<file path="src/rtl/pc_sequencer.sv">
// Fetch program-counter sequencer: boots to RESET_PC, steps by STEP on each accepted
// fetch, applies execute redirects (directly or via a one-entry pending buffer), halts and faults.
module pc_sequencer #(
    parameter logic [15:0] RESET_PC = 16'h0000,
    parameter logic [15:0] STEP     = 16'd4
) (
    input  logic        clk,
    input  logic        rst_n,
    input  logic        redir_valid,
    input  logic [15:0] redir_target,
    output logic        redir_ready,
    input  logic        halt,
    output logic        fetch_valid,
    output logic [15:0] fetch_pc,
    input  logic        fetch_ready,
    output logic        flush,
    output logic        fault
);

    typedef enum logic [1:0] {
        ST_BOOT   = 2'd0,
        ST_RUN    = 2'd1,
        ST_HALTED = 2'd2,
        ST_FAULT  = 2'd3
    } state_t;

    state_t      state_q, state_d;
    logic [15:0] pc_q, pc_d;
    logic        pend_q, pend_d;
    logic [15:0] pend_tgt_q, pend_tgt_d;
    logic        boot_wait_q, boot_wait_d;
    logic        fetch_valid_q, fetch_valid_d;
    logic        redir_ready_q, redir_ready_d;
    logic        flush_q, flush_d;
    logic        fault_q, fault_d;

    logic        xfer_s;
    logic        redir_acc_s;
    logic        apply_s;
    logic [15:0] apply_tgt_s;

    function automatic logic misaligned(input logic [15:0] addr);
        return (addr[1:0] != 2'b00);
    endfunction

    assign xfer_s      = fetch_valid_q && fetch_ready;
    assign redir_acc_s = redir_valid && redir_ready_q;

    // Next-state computation for the sequencer FSM and its registered outputs.
    always_comb begin
        state_d     = state_q;
        pc_d        = pc_q;
        pend_d      = pend_q;
        pend_tgt_d  = pend_tgt_q;
        boot_wait_d = boot_wait_q;
        flush_d     = 1'b0;
        apply_s     = 1'b0;
        apply_tgt_s = pend_tgt_q;

        case (state_q)
            ST_BOOT: begin
                // BOOT is held for one full cycle after reset release before fetching.
                if (boot_wait_q) begin
                    boot_wait_d = 1'b0;
                end else begin
                    state_d = ST_RUN;
                    pc_d    = RESET_PC;
                end
            end
            ST_RUN: begin
                if (pend_q) begin
                    if (xfer_s) begin
                        apply_s     = 1'b1;
                        apply_tgt_s = pend_tgt_q;
                        pend_d      = 1'b0;
                    end else begin
                        pend_d = 1'b1;
                    end
                end else if (redir_acc_s) begin
                    if (!fetch_valid_q || xfer_s) begin
                        apply_s     = 1'b1;
                        apply_tgt_s = redir_target;
                    end else begin
                        pend_d     = 1'b1;
                        pend_tgt_d = redir_target;
                    end
                end else if (xfer_s) begin
                    pc_d = pc_q + STEP;
                end else begin
                    pc_d = pc_q;
                end

                if (halt && (!fetch_valid_q || xfer_s)) begin
                    state_d = ST_HALTED;
                end else begin
                    state_d = ST_RUN;
                end

                // A redirect applied on the way into HALTED moves the PC but raises no flush.
                if (apply_s) begin
                    if (misaligned(apply_tgt_s)) begin
                        state_d = ST_FAULT;
                        pc_d    = pc_q;
                    end else begin
                        pc_d    = apply_tgt_s;
                        flush_d = (state_d == ST_RUN);
                    end
                end else begin
                    flush_d = 1'b0;
                end
            end
            ST_HALTED: begin
                if (!halt) begin
                    state_d = ST_RUN;
                end else begin
                    state_d = ST_HALTED;
                end
            end
            ST_FAULT: begin
                state_d = ST_FAULT;
            end
            default: begin
                state_d = ST_FAULT;
            end
        endcase

        fetch_valid_d = (state_d == ST_RUN);
        redir_ready_d = (state_d == ST_RUN) && !pend_d;
        fault_d       = (state_d == ST_FAULT);
    end

    // State and output registers with synchronous active-low reset.
    always_ff @(posedge clk) begin
        if (!rst_n) begin
            state_q       <= ST_BOOT;
            pc_q          <= RESET_PC;
            pend_q        <= 1'b0;
            pend_tgt_q    <= 16'h0000;
            boot_wait_q   <= 1'b1;
            fetch_valid_q <= 1'b0;
            redir_ready_q <= 1'b0;
            flush_q       <= 1'b0;
            fault_q       <= 1'b0;
        end else begin
            state_q       <= state_d;
            pc_q          <= pc_d;
            pend_q        <= pend_d;
            pend_tgt_q    <= pend_tgt_d;
            boot_wait_q   <= boot_wait_d;
            fetch_valid_q <= fetch_valid_d;
            redir_ready_q <= redir_ready_d;
            flush_q       <= flush_d;
            fault_q       <= fault_d;
        end
    end

    assign fetch_valid = fetch_valid_q;
    assign fetch_pc    = pc_q;
    assign redir_ready = redir_ready_q;
    assign flush       = flush_q;
    assign fault       = fault_q;

endmodule
</file>
<file path="config.mk">
export PLATFORM = sky130hd
export DESIGN_NAME = pc_sequencer
export DESIGN_NICKNAME = d
export VERILOG_FILES = /design/src/rtl/pc_sequencer.sv
export SDC_FILE = /design/constraint.sdc
export NUM_CORES = 1
export LEC_CHECK = 0
export BUFFER_PORTS_ARGS = -buffer_cell sky130_fd_sc_hd__buf_4
export CAP_MARGIN = 20
export CELL_PAD_IN_SITES_DETAIL_PLACEMENT = 1
export CELL_PAD_IN_SITES_GLOBAL_PLACEMENT = 1
export CORE_MARGIN = 2
export CORE_UTILIZATION = 30
export DETAILED_ROUTE_END_ITERATION = 10
export HOLD_SLACK_MARGIN = 0.12
export PLACE_DENSITY = 0.72
export SYNTH_ARGS = -nofsm -noshare
export SYNTH_HDL_FRONTEND = slang
export SYNTH_SLANG_ARGS = --single-unit
</file>
<file path="constraint.sdc">
create_clock -name clk -period 3.3 [get_ports clk]
set_clock_uncertainty 0.05 [all_clocks]
set_input_delay 0.66 -clock clk [delete_from_list [all_inputs] [get_ports clk]]
set_output_delay 0.66 -clock clk [all_outputs]
set_load 0.005 [all_outputs]
</file>
==> results.toml <==
[placed_design]
place_inst = 345
gp_congestion = 0.7864
portBuffers = 40
hpwl_mm = 4.357
place_area_um2 = 2326

[synthesis]
synthesis.area_um2 = 1989
ys.flop_type = "dfxtp_1"
yosysTopAreaCellShare = 0.4025
synthCells = 241
synth_edf_count = 0
yosysUniqueCellTypes = 48
ys_seq_area_frac = 0.4025
synth_seq_cells = 40
synth.area.top_cells = "dfxtp_1 40%, a21oi_1 8.3%, nand2_1 7.7%, o221ai_1 5.3%, o22a_1 3.5%"
syn-num-nets = 263
syn_avg_cell_area_um2 = 8.255
yosysTopAreaCell = "dfxtp_1"
synth_warnings = 0
async_flop_share = 0

[timing]
rsz0062_at_grt = "false"
finalHoldViolCount = 0
finalCriticalPeriod_ns = 2.323
setup_viol = 0
slew_violations = 0
relSlewSlack = 0.4979
finalCritPeriodShare = 0.7041
fin_setup_tns_ns = 0
tightest_slew_ns = 0.7509
fmax_mhz = 430.4

[grt]
grt_pass1_wl_mm = 9.949
grt_max_degree = 19
grt_pass1_vias = 1996
grt-ovfl-total = 0
grtUsageTotal = 0.1709
antenna_found_initial = 0

[route]
via_count = 1990
drt_pass1_iterations = 4
wl_per_cell_um = 16.96
drc = 0
viasPerCell = 5.653
totalWireLength_mm = 5.969
drtIter0Drc = 161
ant_nets = 0

[worst_setup_path]
max_stage_delay_ns = 0.52
rr_worst_depth = 5
cp_top_family = "compound AO/OA/AOI/OAI gates"
crit_required_ns = 3.49
path_buf_inv = 0
crit_type = "reg2reg"
cp.depth = 5
path_cells = "nor2b_1 -> o32ai_1 -> a21o_1 -> a2111oi_0 -> o22a_1"
crit_path_end_kind = "flop"
crit_arrival_ns = 2.52
start_kind = "flop"
cp_slowest_cell = "dfxtp_1"
path_max_fanout = 13

[floorplanning]
die_h_um = 85.44
dieArea_um2 = 7299
die_w_um = 85.44
io_pins = 41
rows = 29
initial_utilization = 0.3115
coreArea_um2 = 6386

[clock_network]
clockRootBuffer = "clkbuf_8"
clk_latency_ns = 0.29
hold_buffers = 0
cts_resized = 0
cts_buffer_depth = 2
postCtsSetupRepairBufs = 0
cts_tree = "built"
numCtsBuffers = 5
cts_max_level = 2
clk_pin_slew_ns = 0.08
cts_sinks = 40

[pwr]
internal-power_uw = 754.7
p_seq_frac = 0.492
p_clk_frac = 0.341
comb_power_share = 0.167
p_sw_uw = 301.9
ir_drop_mv = 0.1403
p_per_area_nw_per_um2 = 436.2
p_sw_frac = 0.2857
total_power_uw = 1057
p_leak_uw = 0.0009572

[flow_run]
max-cap-violations = 0

[worst_hold_path]
holdPathStages = 2
hold_path.class = "reg2reg"

[status]
status = "complete, no violations"

[finish]
instances_no_fill = 352
design_area_um2 = 2422
syn_to_final_growth_pct = 21.76
drive_gt1_frac = 0.2036
final_nets = 297
antenna_cells = 0
postLayoutCoreUtil = 0.3793
-- cell families after synthesis --
| kind of cell | after synthesis | synth area share |
|---|---|---|
| AND/OR/NAND/NOR | 89 | 0.2239 |
| AO/OA/AOI/OAI | 91 | 0.3151 |
| adder cells (fa/ha/maj) | 1 | 0.006288 |
| flip-flops | 40 | 0.4025 |
| buffers and inverters | 19 | 0.04717 |
| multiplexers | 1 | 0.005032 |
-- cell type report --
type | count | area (um2)
Clock buffer | 7 | 96.34
Fill cell | 785 | 3964
Inverter | 3 | 11.26
Multi-Input combinational cell | 182 | 1095
Sequential cell | 40 | 800.8
Tap cell | 77 | 96.34
Timing Repair Buffer | 43 | 322.8
-- final timing paths --
kind,to,from,slack (ns)
worst min-delay path,fetch_pc[0]$_SDFFE_PN0P_,fetch_pc[0]$_SDFFE_PN0P_,0.39
worst max-delay path,fetch_pc[8]$_SDFFE_PN0P_,fetch_valid$_SDFF_PN0_,0.98
worst min register to register,fetch_pc[0]$_SDFFE_PN0P_,fetch_pc[0]$_SDFFE_PN0P_,0.39
worst max register to register,fetch_pc[8]$_SDFFE_PN0P_,fetch_valid$_SDFF_PN0_,0.98
-- cells in the mapped netlist (2+ instances only) --
| cell | count |
|---|---|
| nor3_1 | 5 |
| clkbuf_1 | 7 |
| and2_1 | 3 |
| a2111oi_0 | 3 |
| buf_6 | 2 |
| dfxtp_1 | 40 |
| a31oi_1 | 8 |
| o221ai_1 | 12 |
| inv_1 | 2 |
| o21ai_0 | 5 |
| nor2b_1 | 3 |
| o21ai_1 | 2 |
| nand3_1 | 3 |
| nand2_1 | 41 |
| nor2_1 | 14 |
| o32ai_1 | 2 |
| buf_2 | 6 |
| a21o_1 | 4 |
| and3_1 | 3 |
| nor4_1 | 3 |
| o21a_1 | 2 |
| o31ai_1 | 2 |
| a21oi_1 | 33 |
| nand4_1 | 2 |
| o22a_1 | 8 |
| nand2b_1 | 2 |
| and4_1 | 3 |
-- power groups by stage --
stage / clock network, uW / registers, uW / logic (uW)
2_1_floorplan: 0 / 521 / 120
3_3_place_gp: 0 / 530 / 176
3_5_place_dp: 0 / 530 / 176
4_1_cts: 367 / 519 / 177
5_1_grt: 389 / 523 / 196
6_report: 361 / 519 / 177
-- state kept, by name (all words and copies together) (netlist names) --
signal,cells
fault,1
boot_wait_q,1
state_q,2
fetch_valid,1
redir_ready,1
fetch_pc,16
flush,1
pend_tgt_q,16
pend_q,1
-- routing by layer --
metal / vias to the layer above / global-route usage / part of all wire
met3: 5 / 0.02626 / 0.029
met5: - / 0 / 0
met1: 981 / 0.2389 / 0.50
met2: 31 / 0.2706 / 0.46
met4: 0 / 0.05339 / 0.013
li1: 973 / - / -
-- worst register-to-register path, stage by stage, from the launching register on --
cell	delay, ns
dfxtp_1	0.52
nor2b_1	0.48
o32ai_1	0.21
a21o_1	0.36
a2111oi_0	0.45
o22a_1	0.20
-- stage by stage --
stage	worst slack, ns	hold WS, ns
after floorplan	1.252	0.3761
after global placement	0.8523	0.3688
after detailed placement	0.7731	0.3848
after CTS	0.9893	0.3953
after global routing	0.7037	0.4249
final	0.9766	0.3905
-- layout by cell type, fill, tap and decap left out, types with 3 or more instances in the layout --
| cell type | count |
|---|---|
| a2111oi_0 | 3 |
| a21o_1 | 4 |
| a21oi_1 | 33 |
| a31oi_1 | 8 |
| and2_1 | 3 |
| and3_1 | 3 |
| and4_1 | 3 |
| buf_4 | 43 |
| clkbuf_8 | 7 |
| dfxtp_1 | 40 |
| nand2_1 | 41 |
| nand3_1 | 3 |
| nor2_1 | 14 |
| nor2b_1 | 3 |
| nor3_1 | 5 |
| nor4_1 | 3 |
| o21ai_0 | 5 |
| o221ai_1 | 12 |
| o22a_1 | 8 |
No activity file was read; power rests on OpenSTA's default activity.
